[src/rtl/fir_out_requant_if.sv]
// AXI-Stream bundle used on both sides of the FIR output requantiser.
// The requantiser is a master on one instance and a slave on the other.
interface fir_out_requant_if #(
  parameter int DATA_W = 32,
  parameter int KEEP_W = 4
);
  logic signed [DATA_W-1:0] tdata;
  logic        [KEEP_W-1:0] tkeep;
  logic                     tlast;
  logic                     tvalid;
  logic                     tready;

  modport master (output tdata, tkeep, tlast, tvalid, input tready);
  modport slave  (input tdata, tkeep, tlast, tvalid, output tready);
endinterface

[src/rtl/fir_out_requant.sv]
// FIR output requantiser: 32-bit signed accumulator -> 16-bit signed, round half-up, shift, saturate.
// Optional saturation counter (sat_clr / sat_count) is compiled in when REQUANT_SAT_CNT_EN is defined.
module fir_out_requant #(
  parameter int IN_W  = 32,
  parameter int OUT_W = 16,
  parameter int SHIFT = 15
) (
  input  logic              clk,
  input  logic              reset,
  fir_out_requant_if.slave  s_axis,
  fir_out_requant_if.master m_axis
`ifdef REQUANT_SAT_CNT_EN
  ,
  input  logic              sat_clr,
  output logic [15:0]       sat_count
`endif
);

  // One extra bit of headroom so the largest positive input plus the rounding constant cannot wrap.
  localparam logic signed [IN_W:0]    RND    = (IN_W+1)'(1) <<< (SHIFT-1);
  localparam logic signed [IN_W:0]    MAX_Q  = (IN_W+1)'((2**(OUT_W-1))-1);
  localparam logic signed [IN_W:0]    MIN_Q  = -MAX_Q - (IN_W+1)'(1);
  localparam logic signed [OUT_W-1:0] SAT_HI = {1'b0, {(OUT_W-1){1'b1}}};
  localparam logic signed [OUT_W-1:0] SAT_LO = {1'b1, {(OUT_W-1){1'b0}}};

  function automatic logic signed [IN_W:0] round_fn(input logic signed [IN_W-1:0] x);
    return {x[IN_W-1], x} + RND;
  endfunction

  function automatic logic sat_hit_fn(input logic signed [IN_W:0] r);
    logic signed [IN_W:0] q;
    q = r >>> SHIFT;
    return (q > MAX_Q) || (q < MIN_Q);
  endfunction

  function automatic logic signed [OUT_W-1:0] sat_fn(input logic signed [IN_W:0] r);
    logic signed [IN_W:0] q;
    q = r >>> SHIFT;
    if (q > MAX_Q) return SAT_HI;
    if (q < MIN_Q) return SAT_LO;
    return q[OUT_W-1:0];
  endfunction

  logic                    vld_p1_q, vld_p1_d;
  logic signed [IN_W:0]    rnd_p1_q, rnd_p1_d;
  logic                    last_p1_q, last_p1_d;
  logic                    vld_p2_q, vld_p2_d;
  logic signed [OUT_W-1:0] dat_p2_q, dat_p2_d;
  logic                    last_p2_q, last_p2_d;
  logic                    adv1, adv2;
  logic                    unused_keep;

  assign unused_keep = ^s_axis.tkeep;

  // A stage may load when it is empty or when the stage after it is moving.
  assign adv2 = ~vld_p2_q | m_axis.tready;
  assign adv1 = ~vld_p1_q | adv2;

  always_comb begin
    vld_p1_d  = vld_p1_q;
    rnd_p1_d  = rnd_p1_q;
    last_p1_d = last_p1_q;
    vld_p2_d  = vld_p2_q;
    dat_p2_d  = dat_p2_q;
    last_p2_d = last_p2_q;
    // Stage 1: sign-extend and add the half-LSB rounding constant
    if (adv1) begin
      vld_p1_d = s_axis.tvalid;
      if (s_axis.tvalid) begin
        rnd_p1_d  = round_fn(s_axis.tdata);
        last_p1_d = s_axis.tlast;
      end
    end
    // Stage 2: arithmetic shift and saturate; data holds while the stage is empty
    if (adv2) begin
      vld_p2_d = vld_p1_q;
      if (vld_p1_q) begin
        dat_p2_d  = sat_fn(rnd_p1_q);
        last_p2_d = last_p1_q;
      end
    end
  end

  always_ff @(posedge clk or negedge reset) begin
    if (!reset) begin
      vld_p1_q  <= 1'b0;
      rnd_p1_q  <= '0;
      last_p1_q <= 1'b0;
      vld_p2_q  <= 1'b0;
      dat_p2_q  <= '0;
      last_p2_q <= 1'b0;
    end else begin
      vld_p1_q  <= vld_p1_d;
      rnd_p1_q  <= rnd_p1_d;
      last_p1_q <= last_p1_d;
      vld_p2_q  <= vld_p2_d;
      dat_p2_q  <= dat_p2_d;
      last_p2_q <= last_p2_d;
    end
  end

  assign s_axis.tready = adv1;
  assign m_axis.tdata  = dat_p2_q;
  assign m_axis.tlast  = last_p2_q;
  assign m_axis.tvalid = vld_p2_q;
  assign m_axis.tkeep  = vld_p2_q ? '1 : '0;

`ifdef REQUANT_SAT_CNT_EN
  logic [15:0] sat_cnt_q, sat_cnt_d;

  // Clear has priority; the count sticks at all-ones instead of wrapping.
  always_comb begin
    sat_cnt_d = sat_cnt_q;
    if (sat_clr)
      sat_cnt_d = '0;
    else if (adv2 && vld_p1_q && sat_hit_fn(rnd_p1_q) && (sat_cnt_q != 16'hFFFF))
      sat_cnt_d = sat_cnt_q + 16'd1;
  end

  always_ff @(posedge clk or negedge reset) begin
    if (!reset) sat_cnt_q <= '0;
    else        sat_cnt_q <= sat_cnt_d;
  end

  assign sat_count = sat_cnt_q;
`endif

endmodule

[src/flat_wrapper.sv]
// flat-port wrapper written by rule: the top's interface ports become plain ports
module fir_out_requant_flat 
#(
  parameter int IN_W  = 32,
  parameter int OUT_W = 16,
  parameter int SHIFT = 15
)
  (clk, reset, s_axis_tdata, s_axis_tkeep, s_axis_tlast, s_axis_tvalid, s_axis_tready, m_axis_tdata, m_axis_tkeep, m_axis_tlast, m_axis_tvalid, m_axis_tready);
  fir_out_requant_if #(.DATA_W(32), .KEEP_W(4)) s_axis_i ();
  fir_out_requant_if #(.DATA_W(16), .KEEP_W(2)) m_axis_i ();
  input  logic clk;
  input  logic reset;
  input wire logic [$bits(s_axis_i.tdata)-1:0] s_axis_tdata;
  input wire logic [$bits(s_axis_i.tkeep)-1:0] s_axis_tkeep;
  input wire logic [$bits(s_axis_i.tlast)-1:0] s_axis_tlast;
  input wire logic [$bits(s_axis_i.tvalid)-1:0] s_axis_tvalid;
  output wire logic [$bits(s_axis_i.tready)-1:0] s_axis_tready;
  output wire logic [$bits(m_axis_i.tdata)-1:0] m_axis_tdata;
  output wire logic [$bits(m_axis_i.tkeep)-1:0] m_axis_tkeep;
  output wire logic [$bits(m_axis_i.tlast)-1:0] m_axis_tlast;
  output wire logic [$bits(m_axis_i.tvalid)-1:0] m_axis_tvalid;
  input wire logic [$bits(m_axis_i.tready)-1:0] m_axis_tready;
  assign s_axis_i.tdata = s_axis_tdata;
  assign s_axis_i.tkeep = s_axis_tkeep;
  assign s_axis_i.tlast = s_axis_tlast;
  assign s_axis_i.tvalid = s_axis_tvalid;
  assign s_axis_tready = s_axis_i.tready;
  assign m_axis_tdata = m_axis_i.tdata;
  assign m_axis_tkeep = m_axis_i.tkeep;
  assign m_axis_tlast = m_axis_i.tlast;
  assign m_axis_tvalid = m_axis_i.tvalid;
  assign m_axis_i.tready = m_axis_tready;
  fir_out_requant #(.IN_W(IN_W), .OUT_W(OUT_W), .SHIFT(SHIFT)) u_core (.clk(clk), .reset(reset), .s_axis(s_axis_i), .m_axis(m_axis_i));
endmodule
[config.mk]
export PLATFORM = sky130hd
export DESIGN_NAME = fir_out_requant_flat
export DESIGN_NICKNAME = d
export VERILOG_FILES = /design/src/rtl/fir_out_requant_if.sv /design/src/rtl/fir_out_requant.sv /design/src/flat_wrapper.sv
export SDC_FILE = /design/constraint.sdc
export NUM_CORES = 1
export LEC_CHECK = 0
export BUFFER_PORTS_ARGS = -buffer_cell sky130_fd_sc_hd__buf_2
export CAP_MARGIN = 15
export CELL_PAD_IN_SITES_DETAIL_PLACEMENT = 1
export CELL_PAD_IN_SITES_GLOBAL_PLACEMENT = 1
export CORE_UTILIZATION = 35
export CTS_BUF_LIST = sky130_fd_sc_hd__clkbuf_2
export CTS_CLUSTER_DIAMETER = 120
export DETAILED_ROUTE_END_ITERATION = 16
export HOLD_SLACK_MARGIN = 0.06
export PLACE_DENSITY_LB_ADDON = 0.25
export SYNTH_ARGS = -nofsm -noshare
export SYNTH_HDL_FRONTEND = slang
export SYNTH_SLANG_ARGS = --single-unit
[constraint.sdc]
create_clock -name clk -period 1.5 [get_ports clk]
set_input_delay 0.15 -clock clk [delete_from_list [all_inputs] [get_ports clk]]
set_output_delay 0.15 -clock clk [all_outputs]
set_load 0.01 [all_outputs]
# Word-level counts from Yosys, hierarchy flattened
# Cells that the tools add are included.
totals:
  regBits: 53
  in_bits: 41
  output_inout_bits: 21
  wordCells: 27
classes:
  n_addsub: 1
  order_cmp: 2
  mux: 12
  n_bitwise: 4
  reduce_logical: 2
ops:
  columns: ["op", "count"]
  rows:
  - ["16-bit two-way mux", 4]
  - ["32-bit by 16-bit adder with 33-bit output (second input constant)", 1]
  - ["18-bit by 16-bit greater-than comparator with 1-bit output (second input constant)", 1]
  - ["18-bit by 16-bit less-than comparator with 1-bit output (second input constant)", 1]
  - ["1-bit two-way mux", 7]
  - ["2-bit AND reduction", 2]
  - ["2-bit two-way mux", 1]
  - ["1-bit NOT", 2]
  - ["1-bit OR", 2]

# Depth between registers and ports, before layout
logic_depth:
  word_depth: 9
  depth_mapped: 6

# Least setup slack after synthesis
# No wires, ideal clock.
synth_path:
  kind: "input-to-reg"
  from: "input port s_axis_tdata[14]"
  to: "register u_core.rnd_p1_q[28]"
  setup_time_ps: 82
  arrival_time_ps: 1401
  required_ps: 1418
  path_slack_ps: 17
  cell_stages: 6
  n_path_buf: 1
  path_cell_list: "ha_1 -> nand3_1 -> or4_1 -> buf_2 -> or3_1 -> a31oi_1"
synth_via:
  elab_chain_cells: 1
synth_lines:
  columns: ["item", "line", "rtl"]
  rows:
  - ["from (decl)", "flat_wrapper.sv:13", "input wire logic [$bits(s_axis_i.tdata)-1:0] s_axis_tdata;"]
  - ["32-bit by 16-bit adder with 33-bit output", "fir_out_requant.sv:27", "return {x[IN_W-1], x} + RND;"]
  - ["to (signal assigned)", "fir_out_requant.sv:94", "rnd_p1_q <= rnd_p1_d;"]
  - ["to (decl)", "fir_out_requant.sv:45", "logic signed [IN_W:0] rnd_p1_q, rnd_p1_d;"]
# Every way passes these cells.
# A chain may end at the register's enable or synchronous reset.

# Worst setup path after layout
layout_path:
  from: "input port m_axis_tready"
  to: "output port s_axis_tready"
layout_via:
  elab_chain_cells: 2
layout_lines:
  columns: ["item", "line", "rtl"]
  rows:
  - ["from (decl)", "flat_wrapper.sv:22", "input wire logic [$bits(m_axis_i.tready)-1:0] m_axis_tready;"]
  - ["1-bit OR", "fir_out_requant.sv:56", "assign adv2 = ~vld_p2_q | m_axis.tready;"]
  - ["1-bit OR", "fir_out_requant.sv:57", "assign adv1 = ~vld_p1_q | adv2;"]
  - ["to (decl)", "flat_wrapper.sv:17", "output wire logic [$bits(s_axis_i.tready)-1:0] s_axis_tready;"]
# Every way passes these cells.

==> summary.md <==
| Metric | Value |
|---|---|
| Run status | completed |
| Share of flip-flops with an asynchronous set or reset after synthesis | 1.00 |
| WP data arrival | 1.23 ns |
| Core area | 5540 sq um |
| Share of synthesized area occupied by flip-flops and latches | 0.468 |
| Post-DP HPWL | 3.73 mm |
| Top flip-flop cell by instance count after synthesis | dfrtp_1 |
| Final critical path time including I/O delays and setup | 1.38 ns |
| Critical path launch point | m_axis_tready |
| Die footprint | 6120 sq um |
| Peak ir drop on the vdd network | 0.000290 V |
| EDFF count, synth | 0 |
| Number of vias per cell | 4.75 |
| Pre-CTS setup slack | -0.182 ns |
| Source of the worst register-to-register timing path | u_core.m_axis.tvalid$_DFFE_PN0P_ |
| Longest individual stage delay on the worst path | 0.53 ns |
| Power Density | 992 nW/um^2 |
| Initial core utilization | 0.367 |
| Hold Path Class | in -> reg |
| Syn. warnings | 0 |
| Crit path max-delay cell type | dlygate4sd3_1 |
| Number of antenna violations at the first check in global routing | 0 |
| RSZ-0062 raised after global routing | false |
| Clk Tree Root Cell | clkbuf_2 |
| Floorplan row count | 27 |
| Die Wd | 78.2 um |
| Total setup violations reported at the end of the flow | 0 |
| Maximum number of pins on one net before global-route repair | 31 |
| Clock buffers created by TritonCTS | 5 |
| Final Max Slew Viols | 0 |
| Area growth from synthesis to layout | 27.8% |
| Resize count post-CTS | 0 |
| Number of library cell types mapped by synthesis | 29 |
| Register bit total from synthesis | 38 |
| Detailed-route via count | 1861 |
| Setup TNS Final | 0 ns |
| Wire length of the first global-routing pass | 8.63 mm |
| Static Leakage | 0.00120 uW |
| Total routed wirelength | 4.79 mm |
| Global Route Usage Sum | 0.179 |
| Number of H-tree levels | 2 |
| Worst max-slew margin expressed relative to the limit | 0.701 |
| Register-to-Register Path Depth | 5 |
| Average instance area after synthesis | 8.04 sq um |
| Max cap viols | 0 |
| Final Net Count | 362 |
| DRC violation count after routing | 0 |
| Library cell appearing most often on the critical path | buf_2 |
| Post-synth net total | 295 |
| Violation count after the first detailed-route iteration | 96 |
| Setup Skew | 0.0199 ns |
| Final critical-path share of the clock period | 0.919 |
| Final hold slack | 0.125 ns |
| Number of clock sinks | 38 |
| Diode count | 0 |
| Buffer depth of the longest clock path | 2 |
| Peak Freq | 725 MHz |
| Die height | 78.2 um |
| Ordered cell list for the critical path | dlygate4sd3_1 -> buf_2 -> nand3b_1 -> buf_2 |
| Remaining antenna violation count after routing | 0 |
| Clock insertion delay at the later pin of the skew report | 0.38 ns |
| Post-Synthesis Cells | 253 |
| Maximum fanout along the worst path | 4 |
| Input/output buffers | 43 |
| Average detailed-routed wire length per instance | 12.2 um |
| Setup Crit Path Kind | in -> out |
| Transition time at the pin with the least slew margin | 0.449 ns |
| Clock tree from TritonCTS | done |
| Setup slack of the worst register-to-register path | 0.15 ns |
| Area of the mapped netlist | 2030 sq um |
| Worst endpoint required time | 1.35 ns |
| Worst reg2reg path endpoint | u_core.rnd_p1_q[16]$_DFFE_PN0P_ |
| Clk slew on worst S/H paths | 0.16 ns |
| Via count of the first global-routing pass | 1908 |
| CP Launch Type | input pin |
| Type of destination of the critical path | output pin |
| First-pass DRT Iterations | 4 |
| Setup slack after layout | 0.122 ns |
| Number of I/O pins | 62 |
| Capture point of the critical path | s_axis_tready |
| Ratio of cells with drive above 1 in the final layout | 0.259 |
| Final Hold Fails | 0 |
| Final weighted congestion of routability-driven global placement | 0.784 |
| Remaining Overflow, GRT | 0 |
==> synthesized netlist by cell type, drive strengths merged, types with 4 or more instances <==
| cell type | count | share of area |
|---|---|---|
| nor2 | 35 | 0.065 |
| nand2 | 64 | 0.12 |
| xnor2 | 9 | 0.039 |
| nand3 | 6 | 0.021 |
| nor3 | 4 | 0.0098 |
| o21ai | 46 | 0.11 |
| mux2 | 4 | 0.022 |
| inv | 5 | 0.0092 |
| dfrtp | 38 | 0.47 |
| buf | 5 | 0.014 |
| clkbuf | 11 | 0.020 |
==> worst max-delay path, delay by kind of cell <==
kind | cells | cell delay [ns]
buffers and inverters | 3 | 0.85
and+or+nand+nor | 1 | 0.23
==> flip-flops by register name (all words and copies together) (netlist names) <==
signal and cells:
u_core.rnd_p1_q 18, u_core.m_axis.tdata 16, u_core.vld_p1_q 1, u_core.last_p1_q 1, u_core.m_axis.tlast 1, u_core.m_axis.tvalid 1
==> placed cells by master, fill, tap and decap left out, types with 5 or more instances in the layout <==
cell type       n
buf_4          23
dlygate4sd3_1   8
nand2_1        64
clkbuf_2        7
dfrtp_1        38
o21ai_0        46
nor2_1         35
inv_1           5
nand3_1         5
buf_2          43
xnor2_1         9
==> worst min-delay path by stage <==
| stage | endpoint | from | cells past startpoint | slack (ns) |
|---|---|---|---|---|
| after floorplan | u_core.last_p1_q$_DFFE_PN0P_ | reset | 0 | -0.15 |
| after global placement | u_core.rnd_p1_q[30]$_DFFE_PN0P_ | reset | 1 | 0.1 |
| after detailed placement | u_core.rnd_p1_q[28]$_DFFE_PN0P_ | reset | 1 | 0.11 |
| after CTS | u_core.rnd_p1_q[27]$_DFFE_PN0P_ | s_axis_tdata[27] | 3 | 0.10 |
| after global routing | u_core.rnd_p1_q[26]$_DFFE_PN0P_ | s_axis_tdata[26] | 3 | 0.13 |
| final | u_core.rnd_p1_q[27]$_DFFE_PN0P_ | s_axis_tdata[27] | 3 | 0.12 |
==> layer usage <==
layer,share of wire,vias to the layer above,global-route usage
met1,0.47,854,0.222
li1,-,968,-
met3,0.034,5,0.0372
met2,0.48,34,0.314
met4,0.013,0,0.0500
met5,0,-,0
==> kinds of logic (layout without fill, tap and decap cells) <==
group                    count (synthesis)  count (layout)  synth area share
buffers and inverters                   21              88            0.0431
flip-flops                              38              38             0.468
multiplexers                             4               4            0.0222
AO/OA/AOI/OAI                           52              52             0.135
adder cells (fa/ha/maj)                  1               1           0.00615
XOR/XNOR                                12              12            0.0517
AND/OR/NAND/NOR                        125             125             0.274
==> report_power, final <==
part           internal [uW]  switching [uW]
clock network            122             308
logic                    361             446
registers               1220             124
==> layout make-up <==
type | instances | area [sq um]
Clock buffer | 7 | 35.0
Fill cell | 726 | 2940
Inverter | 5 | 18.8
Multi-Input combinational cell | 194 | 995
Sequential cell | 38 | 951
Tap cell | 72 | 90.1
Timing Repair Buffer | 76 | 508
==> per-stage QoR <==
step                total power (uW)  std cells  utilization  cell area, sq um
floorplan                       1800        253            -              2030
global placement                2130        377        0.448              2480
detailed placement              2180        377        0.448              2480
CTS                             2620        392        0.469              2600
global route                    2800        392        0.469              2600
finish                          2580        392        0.469              2600
==> what timing repair did <==
action,CTS,global route
setup buffers,0,0
hold buffers,8,0
endpoints found under the hold margin,25,0
(Power assumes the default switching activity.)
